### src/rtl/uart_loop_fifo.sv
// uart_loop_fifo: UART echo path, RX deserialiser -> FIFO -> TX serialiser.
// Configurable data/parity/stop framing, TX flow control and error pulses.
module uart_loop_fifo #(
    parameter int BAUD_SET_COUNTER = 10416,
    parameter int DATA_BITS        = 8,
    parameter int PARITY           = 0,
    parameter int STOP_BITS        = 1,
    parameter int FIFO_DEPTH       = 16
) (
    input  logic                          clk,
    input  logic                          rst,
    input  logic                          rxd,
    input  logic                          tx_pause,
    output logic                          txd,
    output logic                          rx_busy,
    output logic                          tx_busy,
    output logic [$clog2(FIFO_DEPTH):0]   fifo_cnt,
    output logic                          par_err,
    output logic                          frm_err,
    output logic                          ovf_err
);
    localparam int CW = $clog2(BAUD_SET_COUNTER);
    localparam int BW = $clog2(DATA_BITS);
    localparam int AW = $clog2(FIFO_DEPTH);
    localparam int NW = AW + 1;
    localparam logic [CW-1:0] TERM = CW'(BAUD_SET_COUNTER - 1);
    localparam logic [CW-1:0] HALF = CW'(BAUD_SET_COUNTER / 2 - 1);
    localparam logic [BW-1:0] LAST = BW'(DATA_BITS - 1);
    localparam logic [NW-1:0] FULL = NW'(FIFO_DEPTH);
    localparam logic STOP_LAST = (STOP_BITS == 2);

    typedef enum logic [2:0] {
        R_IDLE, R_START, R_DATA, R_PAR, R_STOP
    } rx_state_t;

    typedef enum logic [2:0] {
        T_IDLE, T_LOAD, T_START, T_DATA, T_PAR, T_STOP
    } tx_state_t;

    // Parity bit that accompanies a data word (odd or even).
    function automatic logic par_of(input logic [DATA_BITS-1:0] d);
        return (PARITY == 1) ? ~(^d) : ^d;
    endfunction

    logic rxd_meta, rxd_sync, rxd_prev, rx_fall;

    rx_state_t rx_st, rx_st_n;
    logic [CW-1:0] rx_cnt, rx_cnt_n;
    logic [BW-1:0] rx_bit, rx_bit_n;
    logic [DATA_BITS-1:0] rx_sh, rx_sh_n;
    logic rx_par, rx_par_n;
    logic rx_valid, par_err_n, frm_err_n;

    logic [DATA_BITS-1:0] mem [FIFO_DEPTH];
    logic [AW-1:0] wr_ptr, rd_ptr;
    logic full, push, pop;

    tx_state_t tx_st, tx_st_n;
    logic [CW-1:0] tx_cnt, tx_cnt_n;
    logic [BW-1:0] tx_bit, tx_bit_n;
    logic [DATA_BITS-1:0] tx_sh, tx_sh_n;
    logic tx_par, tx_par_n;
    logic tx_stop, tx_stop_n;
    logic txd_n;

    // Two-stage synchroniser plus one history stage for edge detection.
    always_ff @(posedge clk or posedge rst) begin
        if (rst) begin
            {rxd_meta, rxd_sync, rxd_prev} <= 3'b111;
        end else begin
            {rxd_meta, rxd_sync, rxd_prev} <= {rxd, rxd_meta, rxd_sync};
        end
    end

    assign rx_fall = rxd_prev & ~rxd_sync;
    assign rx_busy = (rx_st != R_IDLE);
    assign tx_busy = (tx_st != T_IDLE);

    // RX state and datapath registers.
    always_ff @(posedge clk or posedge rst) begin
        if (rst) begin
            rx_st   <= R_IDLE;
            rx_cnt  <= '0;
            rx_bit  <= '0;
            rx_sh   <= '0;
            rx_par  <= 1'b0;
            par_err <= 1'b0;
            frm_err <= 1'b0;
        end else begin
            rx_st   <= rx_st_n;
            rx_cnt  <= rx_cnt_n;
            rx_bit  <= rx_bit_n;
            rx_sh   <= rx_sh_n;
            rx_par  <= rx_par_n;
            par_err <= par_err_n;
            frm_err <= frm_err_n;
        end
    end

    // RX next state: centre-sampled bits, word checked at the stop bit.
    always_comb begin
        rx_st_n   = rx_st;
        rx_cnt_n  = rx_cnt + CW'(1);
        rx_bit_n  = rx_bit;
        rx_sh_n   = rx_sh;
        rx_par_n  = rx_par;
        rx_valid  = 1'b0;
        par_err_n = 1'b0;
        frm_err_n = 1'b0;
        unique case (rx_st)
            R_IDLE: begin
                rx_cnt_n = '0;
                if (rx_fall) begin
                    rx_st_n  = R_START;
                    rx_bit_n = '0;
                end
            end
            R_START: begin
                if (rx_cnt == HALF) begin
                    rx_cnt_n = '0;
                    rx_st_n  = rxd_sync ? R_IDLE : R_DATA;
                end
            end
            R_DATA: begin
                if (rx_cnt == TERM) begin
                    rx_cnt_n = '0;
                    rx_sh_n  = {rxd_sync, rx_sh[DATA_BITS-1:1]};
                    rx_bit_n = rx_bit + BW'(1);
                    if (rx_bit == LAST) begin
                        rx_st_n = (PARITY != 0) ? R_PAR : R_STOP;
                    end
                end
            end
            R_PAR: begin
                if (rx_cnt == TERM) begin
                    rx_cnt_n = '0;
                    rx_par_n = rxd_sync;
                    rx_st_n  = R_STOP;
                end
            end
            R_STOP: begin
                if (rx_cnt == TERM) begin
                    rx_cnt_n = '0;
                    rx_st_n  = R_IDLE;
                    if (!rxd_sync) begin
                        frm_err_n = 1'b1;
                    end else if (PARITY != 0 && rx_par != par_of(rx_sh)) begin
                        par_err_n = 1'b1;
                    end else begin
                        rx_valid = 1'b1;
                    end
                end
            end
            default: rx_st_n = R_IDLE;
        endcase
    end

    assign full = (fifo_cnt == FULL);
    assign push = rx_valid && (!full || pop);

    // FIFO storage; a pop in the same cycle frees the slot being written.
    always_ff @(posedge clk) begin
        if (push) begin
            mem[wr_ptr] <= rx_sh;
        end
    end

    // FIFO pointers, occupancy and overflow pulse.
    always_ff @(posedge clk or posedge rst) begin
        if (rst) begin
            wr_ptr   <= '0;
            rd_ptr   <= '0;
            fifo_cnt <= '0;
            ovf_err  <= 1'b0;
        end else begin
            if (push) begin
                wr_ptr <= wr_ptr + AW'(1);
            end
            if (pop) begin
                rd_ptr <= rd_ptr + AW'(1);
            end
            fifo_cnt <= fifo_cnt + NW'(push) - NW'(pop);
            ovf_err  <= rx_valid && full && !pop;
        end
    end

    // TX state and datapath registers; txd idles high.
    always_ff @(posedge clk or posedge rst) begin
        if (rst) begin
            tx_st   <= T_IDLE;
            tx_cnt  <= '0;
            tx_bit  <= '0;
            tx_sh   <= '0;
            tx_par  <= 1'b0;
            tx_stop <= 1'b0;
            txd     <= 1'b1;
        end else begin
            tx_st   <= tx_st_n;
            tx_cnt  <= tx_cnt_n;
            tx_bit  <= tx_bit_n;
            tx_sh   <= tx_sh_n;
            tx_par  <= tx_par_n;
            tx_stop <= tx_stop_n;
            txd     <= txd_n;
        end
    end

    // TX next state: pop in IDLE, each bit held one full baud period.
    always_comb begin
        tx_st_n   = tx_st;
        tx_cnt_n  = tx_cnt + CW'(1);
        tx_bit_n  = tx_bit;
        tx_sh_n   = tx_sh;
        tx_par_n  = tx_par;
        tx_stop_n = tx_stop;
        txd_n     = txd;
        pop       = 1'b0;
        unique case (tx_st)
            T_IDLE: begin
                tx_cnt_n = '0;
                txd_n    = 1'b1;
                if (fifo_cnt != '0 && !tx_pause) begin
                    pop     = 1'b1;
                    tx_sh_n = mem[rd_ptr];
                    tx_st_n = T_LOAD;
                end
            end
            T_LOAD: begin
                tx_cnt_n  = '0;
                tx_bit_n  = '0;
                tx_stop_n = 1'b0;
                tx_par_n  = par_of(tx_sh);
                txd_n     = 1'b0;
                tx_st_n   = T_START;
            end
            T_START: begin
                if (tx_cnt == TERM) begin
                    tx_cnt_n = '0;
                    txd_n    = tx_sh[0];
                    tx_st_n  = T_DATA;
                end
            end
            T_DATA: begin
                if (tx_cnt == TERM) begin
                    tx_cnt_n = '0;
                    if (tx_bit == LAST) begin
                        if (PARITY != 0) begin
                            txd_n   = tx_par;
                            tx_st_n = T_PAR;
                        end else begin
                            txd_n   = 1'b1;
                            tx_st_n = T_STOP;
                        end
                    end else begin
                        tx_bit_n = tx_bit + BW'(1);
                        tx_sh_n  = tx_sh >> 1;
                        txd_n    = tx_sh[1];
                    end
                end
            end
            T_PAR: begin
                if (tx_cnt == TERM) begin
                    tx_cnt_n = '0;
                    txd_n    = 1'b1;
                    tx_st_n  = T_STOP;
                end
            end
            T_STOP: begin
                if (tx_cnt == TERM) begin
                    tx_cnt_n = '0;
                    if (tx_stop == STOP_LAST) begin
                        tx_st_n = T_IDLE;
                    end else begin
                        tx_stop_n = 1'b1;
                    end
                end
            end
            default: tx_st_n = T_IDLE;
        endcase
    end

endmodule

### config.mk
export PLATFORM = sky130hd
export DESIGN_NAME = uart_loop_fifo
export DESIGN_NICKNAME = d
export VERILOG_FILES = /design/src/rtl/uart_loop_fifo.sv
export SDC_FILE = /design/constraint.sdc
export NUM_CORES = 1
export LEC_CHECK = 0
export ABC_AREA = 1
export BUFFER_PORTS_ARGS = -buffer_cell sky130_fd_sc_hd__buf_2
export CORE_ASPECT_RATIO = 1.75
export CORE_UTILIZATION = 25
export CTS_CLUSTER_DIAMETER = 100
export DETAILED_ROUTE_END_ITERATION = 12
export GPL_TIMING_DRIVEN = 1
export PLACE_DENSITY = 0.46
export SLEW_MARGIN = 20
export SYNTH_ARGS = -nofsm -noshare
export SYNTH_HDL_FRONTEND = slang
export SYNTH_SLANG_ARGS = --single-unit
### constraint.sdc
create_clock -name clk -period 3 [get_ports clk]
set_input_delay 0.75 -clock clk [delete_from_list [all_inputs] [get_ports clk]]
set_output_delay 0.75 -clock clk [all_outputs]
set_load 0.01 [all_outputs]
==> results of run 1 <==
## area by class of cell
type                       instances  area, sq um  area share
sequential                       204         5750       0.526
multi-input combinational        642         3100       0.284
tap                              480          601      0.0550
clock buffer                      24          537      0.0491
inverter                         163          613      0.0561
clock inverter                    12         65.1     0.00595
timing repair buffer              37          258      0.0236
## registers in the layout (all words and copies together), names as in the netlist
signal	cells
fifo_cnt	5
frm_err	1
mem	128
ovf_err	1
rd_ptr	4
rx_bit	3
rx_cnt	14
rx_sh	8
rx_st	3
rxd_meta	1
rxd_prev	1
rxd_sync	1
tx_bit	3
tx_cnt	14
tx_sh	8
tx_st	3
tx_stop	1
txd	1
wr_ptr	4
## cell families (layout without fill, tap and decap cells)
kind of cell | count (synthesis) | count (layout) | share of synthesized area
fa+ha+maj | 21 | 21 | 0.0282
flops | 204 | 204 | 0.600
buf+inv | 193 | 236 | 0.0776
xor+xnor | 11 | 11 | 0.0100
compound gates | 56 | 56 | 0.0316
other cells | 1 | 1 | 0.000391
simple gates | 553 | 553 | 0.252
## report_power, final
group	switching (mW)	internal [mW]
clock network	1.10	1.28
registers	0.240	3.17
logic	2.03	0.979
total	3.37	5.43
## how the worst max path moves through the flow
stage                        start                     to  cells after the start
2_1_floorplan                  rst  fifo_cnt[0]$_DFF_PP0_                      1
3_3_place_gp   rx_cnt[0]$_DFF_PP0_  fifo_cnt[4]$_DFF_PP0_                     16
3_5_place_dp   rx_cnt[0]$_DFF_PP0_  fifo_cnt[4]$_DFF_PP0_                     16
4_1_cts        rx_cnt[0]$_DFF_PP0_  fifo_cnt[4]$_DFF_PP0_                     16
5_1_grt        rx_cnt[0]$_DFF_PP0_  fifo_cnt[4]$_DFF_PP0_                     16
6_report       rx_cnt[0]$_DFF_PP0_  fifo_cnt[4]$_DFF_PP0_                     16
## per-stage QoR
step           cell area [sq um]   util  setup slack, ns  power, mW
6_report                   10900  0.289            0.298       8.80
5_1_grt                    10900  0.289           0.0568       9.44
4_1_cts                    10900  0.289            0.137       8.95
3_5_place_dp               10300  0.273            0.164       6.54
3_3_place_gp               10300  0.273            0.193       6.52
2_1_floorplan               9590      -            0.318       5.57
## Yosys cell counts, types with 3 or more instances
library cell and count:
sky130_fd_sc_hd__edfxtp_1 128, sky130_fd_sc_hd__o211ai_1 7, sky130_fd_sc_hd__xor2_1 10, sky130_fd_sc_hd__nand3_1 130
sky130_fd_sc_hd__and3_1 3, sky130_fd_sc_hd__a21oi_1 18, sky130_fd_sc_hd__nor3_1 22, sky130_fd_sc_hd__o21ai_0 23
sky130_fd_sc_hd__inv_2 8, sky130_fd_sc_hd__nor2_2 4, sky130_fd_sc_hd__ha_1 20, sky130_fd_sc_hd__nand4_1 8
sky130_fd_sc_hd__dfrtp_1 72, sky130_fd_sc_hd__dfstp_2 4, sky130_fd_sc_hd__buf_1 4, sky130_fd_sc_hd__nand2_2 4
sky130_fd_sc_hd__clkbuf_1 17, sky130_fd_sc_hd__o21ai_1 5, sky130_fd_sc_hd__or2_2 15, sky130_fd_sc_hd__inv_1 154
sky130_fd_sc_hd__buf_2 7, sky130_fd_sc_hd__nor2_1 88, sky130_fd_sc_hd__nand2_1 268
## critical path, cell delays in order (launching register included)
cell	delay (ns)
sky130_fd_sc_hd__dfrtp_1	0.38
sky130_fd_sc_hd__ha_2	0.21
sky130_fd_sc_hd__nand2_1	0.08
sky130_fd_sc_hd__inv_2	0.07
sky130_fd_sc_hd__nand2_2	0.09
sky130_fd_sc_hd__nor2_4	0.14
sky130_fd_sc_hd__nand2_2	0.12
sky130_fd_sc_hd__nor2_4	0.12
sky130_fd_sc_hd__nand2_1	0.09
sky130_fd_sc_hd__ha_1	0.29
sky130_fd_sc_hd__inv_1	0.06
sky130_fd_sc_hd__ha_1	0.15
sky130_fd_sc_hd__inv_1	0.06
sky130_fd_sc_hd__fa_2	0.35
sky130_fd_sc_hd__o21ai_1	0.14
sky130_fd_sc_hd__a21oi_1	0.09
sky130_fd_sc_hd__xor2_1	0.14
## routing by layer
layer  vias to the layer above  global-route usage
li1                       3406                   -
met3                        41              0.0125
met2                       104               0.258
met5                         -                   0
met4                         0              0.0662
met1                      3244               0.132
==> results summary, run 1 <==
The peak clock frequency supported by timing is around 0.37 GHz. The clock reaches the later pin of the worst-skew pair after 0.51 ns. The via count of the first global-routing pass is approximately 7000. TritonCTS built the clock tree. The residual DRC count came out at 0. The die is approximately 260 microns tall. After detailed placement, the design holds a cell count of about 1500. The largest net degree at the start of global routing came out at between 60 and 70.

The biggest area contributor in the post-synthesis netlist is sky130_fd_sc_hd__edfxtp_1. In the layout the commonest cells are sky130_fd_sc_hd__nand2_1 (268), sky130_fd_sc_hd__inv_1 (153), sky130_fd_sc_hd__nand3_1 (130). The number of unique standard cell types used by synthesis came out at 40. The detailed-routed wire length on met3 came out at approximately 650 microns. The synthesized net count is ~1100. Setup violations remaining at the end of the flow were counted as 0. The uppermost layer routed is met4. The vias per cell came out at 4.35. Synthesis produced a netlist whose cell count is between 1000 and 1500. The worst setup path is of the reg -> reg kind. The tightest min-delay check is of the in -> async type.

The filler-free cell count of the finished design came out at 1562. The number of setup buffers added after CTS came out at 0. The detailed-route wire length is between 20000 and 25000 microns.

Counting the buffers created by CTS gives 20. Routability-driven placement finished with a final weighted congestion of slightly below 0.9. The placed wire-length estimate came out at roughly 17000 microns. The initialized floorplan defines 94 standard-cell rows. The logic depth of the worst register-to-register path came out at 16. The clock edge transition at the registers on the reported setup and hold paths is 0.06 ns.

The worst vdd rail ir drop came out at approximately 0.52 mV. Dividing total power by cell area gives a power density of slightly above 800 nW/um^2. The flow ran to the end, and the final reports show no timing, DRC or antenna violations. The final route contains 6795 vias. The transition at the pin with the smallest max-transition slack is 0.890 ns. The reported leakage power came out at 4.89 nW. The port buffer count is 13. The worst-case clock buffer depth is 3. The count of endpoints failing hold in the final timing report was 0. In the finished design, the share of the clock period the worst path needs comes to 0.901. The arrival time at the worst endpoint is between 3 and 4 ns. The number of antenna violations at the first check in global routing is 0. The portion of the post-synthesis area used by sequential elements is 0.600. The maximum fanout count along the critical path is 5. The net count of the finished layout is 1093. Relative to the synthesized area, the layout overhead comes to 14.0%.

The mean routed wirelength per cell came out at around 15 microns. The residual overflow from global routing is 0. Of the cells placed in the final design, the portion with a size suffix greater than 1 is 0.105. The tightest slew margin relative to the limit came out at 0.407. The worst setup path is launched from a flip-flop. The CTS H-tree depth came out at 1. Counting every sink on the clock net gives 204. After synthesis the cells add up to approximately 9600 sq um. The wire length of the first global-routing pass is approximately 40000 microns. The primary flip-flop cell chosen by synthesis mapping is sky130_fd_sc_hd__edfxtp_1. The library cell used most frequently in the layout, excluding fill and tap cells, is sky130_fd_sc_hd__nand2_1. The number of DRC violations after detailed-routing iteration 0 is around 280. The required time of the critical path is ~3.4 ns.

The critical register-to-register path startpoint is rx_cnt[0]$_DFF_PP0_. The count of TritonRoute iterations in the first routing pass came out at 4. The share of flip-flops with an asynchronous set or reset after synthesis came out at 0.373. The met2 wire length is 13600 microns. The tool flagged a number of max-cap violations equal to 0. For the final database, setup skew stands at around 0.014 ns. Synthesis inferred between 200 and 250 register bits. 0 antenna diodes ended up in the layout. The count of final max-slew check failures is 0. In the post-synthesis netlist, the biggest area contributors are sky130_fd_sc_hd__edfxtp_1 (40%), sky130_fd_sc_hd__dfrtp_1 (19%), sky130_fd_sc_hd__nand2_1 (10%).

After filler insertion, the fill cell instance count of the layout stands at ~4000. The number of gates given a new drive strength after cts came out at 0. The root buffer cell chosen for the clock tree is sky130_fd_sc_hd__clkbuf_16. In this run the critical register-to-register path is captured at fifo_cnt[4]$_DFF_PP0_.

The fraction of synthesized cell area taken by the top area cell type came out at 0.401. The total track usage is 0.130. The starting density of the core came out at 0.254. The die covers slightly below 40000 sq um.

The width of the chip is 150 microns. The synthesized design contains 128 enable-type register cells. The placeable core region came out at 37800 sq um. Setup repair after global routing left no endpoint under its margin. The count of yosys warnings during synthesis is 0.

Once detail routing completed, the nets flagged for antenna violations numbered 0. Hold repair after CTS inserted 0 buffers. STA classifies the critical path endpoint as a flip-flop.

The smallest clock period supported by the final layout is computed as around 2.7 ns. After routing, the total negative slack on setup checks comes to 0 ns. The detailed router put a total of 8900 microns of wire on met1. The register-to-register setup slack came out at 0.30 ns.

The number of primary I/O pins came out at 15. The final-layout worst hold slack is roughly 0.18 ns. In this run the mean area of a mapped cell was 9.23 sq um.
No activity file was read; power rests on OpenSTA's default activity.
==> inputs of run 2 (changes only) <==
--- a/config.mk
+++ b/config.mk
@@ -8,6 +8,7 @@
 export ABC_AREA = 1
 export BUFFER_PORTS_ARGS = -buffer_cell sky130_fd_sc_hd__buf_2
 export CORE_ASPECT_RATIO = 1.75
+export CORE_MARGIN = 2
 export CORE_UTILIZATION = 25
 export CTS_CLUSTER_DIAMETER = 100
 export DETAILED_ROUTE_END_ITERATION = 12
==> constraint.sdc (replaced) <==
create_clock -name clk -period 2.51 [get_ports clk]
set_input_delay 0.6275 -clock clk [delete_from_list [all_inputs] [get_ports clk]]
set_output_delay 0.6275 -clock clk [all_outputs]
set_load 0.01 [all_outputs]
==> results summary, run 2 (synthesis results as in run 1) <==
The net count of the finished layout is 1131. The number of primary I/O pins came out at 15. The post-place instance area came out at roughly 11000 sq um. The fill cell instance count of the final layout is ~4000.

The full die area came out at 40000 sq um. The clock latency on the worst-skew pair is roughly 0.50 ns. Dividing the detail-routed via count by the number of cells gives roughly 4.3. Along the worst path, the maximum fanout reaches 2. The clock edge transition at the registers on the reported setup and hold paths is 0.06 ns. The tightest slew margin relative to the limit came out at 0.417. Hold is met by about 0.23 ns. Global routing finished with a remaining overflow of 0. The highest cell delay on the worst timing path came out at about 0.39 ns. The most common cell after layout, fill and taps aside is sky130_fd_sc_hd__nand2_1. The register with the most flip-flops in the layout has 128 of them. The clock sink count came out at ~200. The detailed-route via count is slightly below 7000. The overall die height is 263 microns. The total track usage came out at 0.120. The width of the chip is 152 microns. The routability congestion estimate from global placement is around 0.8.

The largest registers in the layout are mem x128, rx_cnt x14, tx_cnt x14. The via count of the first global-routing pass is ~7000. The flow ran to the end, and the final reports show no timing, DRC or antenna violations.

Setup violations remaining at the end of the flow were counted as 0. Detailed placement finished with a half-perimeter wire length of 16700 microns. The core region is 37800 sq um. The reported leakage power is 5.14 nW.

The cell at the root of the clock tree is sky130_fd_sc_hd__clkbuf_16. The number of cells after detailed placement came out at roughly 1600. In the layout the commonest cells are sky130_fd_sc_hd__nand2_1 (266), sky130_fd_sc_hd__inv_1 (150), sky130_fd_sc_hd__nand3_1 (129). The count of endpoints failing hold in the final timing report is 0. The CTS H-tree depth is 1. For the worst setup path, the data required time is just under 3 ns. The peak clock frequency supported by timing is 0.418 GHz. The number of inserted diodes is 0. The detailed-route wire length is approximately 24000 microns. The register bank with the most flops is mem. The endpoint kind of the worst setup timing path is a flip-flop.

TritonCTS built the clock tree. The count of final max-slew check failures is 0. The synthesis-to-finish area growth came out at 18.2%. After the first detailed-routing iteration, the DRC count stood at approximately 280.

Among all stages on the critical path, the largest delay is contributed by sky130_fd_sc_hd__dfrtp_1. The finished cells cover around 11000 sq um. The mean routed wirelength per cell is around 15 microns. After detailed routing, the number of remaining DRC violations is 0. The sort of element at the start of the critical path is a flip-flop. The share of post-route cells with drive strength above 1 came out at 0.147. By startpoint and endpoint, the worst setup path is classified as reg -> reg. The path class of the tightest hold or removal check is in -> reg. The number of nets with antenna violations after routing is 0.

The count of TritonRoute iterations in the first routing pass came out at 4. The filler-free cell count of the finished design came out at 1598. The arrival time at the worst endpoint is roughly 2.8 ns. The worst vdd rail ir drop came out at ~0.67 mV. The number of maximum-capacitance constraint violations came out at 0. The largest net degree at the start of global routing came out at 90. The initialized floorplan defines 94 standard-cell rows.

The setup clock skew after layout is 0.0137 ns. The final design utilization is 0.300. The setup TNS after final layout is 0 ns. The initial utilization of the core area, before any placement, comes to 0.254. For the pin with the worst max-slew slack, the measured transition is roughly 0.87 ns. The number of antenna violations at the first check in global routing is 0. The total CTS buffers is 19. The share of the cycle needed by the critical path after routing came out at 0.953. The port buffer count is 13.

The total power divided by cell area came out at approximately 950 nW/um^2. The first global-routing pass estimated around 38000 microns of wire. The signal on the critical path passes through ha_4 > nand2_4 > inv_4 > nand2_4 > nor2_4 > nand2_4 > nor2_4 > nand2_2 > ha_4 > inv_2 > ha_4 > inv_2 > fa_2 > o21ai_2 > a21oi_2 > xor2_1.

The post-layout minimum cycle time is about 2.4 ns. The worst-case clock buffer depth came out at 3.
==> run 2: cell type report <==
cell class	count	area, sq um	share of cell area
clock inverters	10	100	0.00883
flip-flops and latches	204	5750	0.508
well taps	480	601	0.0530
clock buffers	23	500	0.0442
repair buffers	76	576	0.0508
inverters	163	618	0.0545
multi-input cells	642	3180	0.281
==> run 2: per-stage QoR <==
| step | setup WS (ns) | power, mW |
|---|---|---|
| finish | 0.118 | 10.8 |
| CTS | 0.0180 | 10.9 |
| global placement | -0.0279 | 7.90 |
| global route | -0.0131 | 11.5 |
| detailed placement | -0.0800 | 7.94 |
| floorplan | -0.0377 | 6.66 |
==> run 2: final timing paths <==
check / start / to / slack (ns) / depth (start not counted)
worst max-delay path: rx_cnt[1]$_DFF_PP0_ / fifo_cnt[4]$_DFF_PP0_ / 0.12 / 16
worst min register to register: rxd_meta$_DFF_PP1_ / rxd_sync$_DFF_PP1_ / 0.36 / 0
max in group asynchronous: rst / txd$_DFFE_PP1P_ / 1.90 / 3
min in group asynchronous: rst / fifo_cnt[0]$_DFF_PP0_ / 0.24 / 3
worst min-delay path: rxd / rxd_meta$_DFF_PP1_ / 0.23 / 1
worst max register to register: rx_cnt[1]$_DFF_PP0_ / fifo_cnt[4]$_DFF_PP0_ / 0.12 / 16
==> run 2: report_power, final <==
| part | switching (mW) | total [mW] | internal [mW] | leakage [nW] |
|---|---|---|---|---|
| combinational | 2.55 | 3.92 | 1.37 | 2.36 |
| clock | 1.27 | 2.90 | 1.63 | 0.296 |
| sequential | 0.194 | 3.98 | 3.79 | 2.48 |
| total | 4.02 | 10.8 | 6.78 | 5.14 |
==> run 2: routing by layer <==
metal	vias to the layer above	track usage	part of all wire
met2	111	0.238	0.55
met1	3277	0.117	0.36
met4	0	0.0748	0.063
met5	-	0	0
li1	3472	-	-
met3	62	0.0114	0.025
==> run 2: repair_timing <==
item                                    in CTS  in global routing
gates resized for setup                      3                 16
endpoints found under the setup margin       1                  2
hold endpoints to repair                     0                  0
hold buffers                                 0                  0
setup buffers                                2                  6
pin swaps                                    3                 12
==> run 2: critical path, delay by kind of cell (launching register included) <==
kind            cells  cell delay (ns)
buf+inv             3             0.16
simple gates        6             0.50
flops               1             0.39
compound gates      2             0.23
fa+ha+maj           4             0.87
xor+xnor            1             0.13
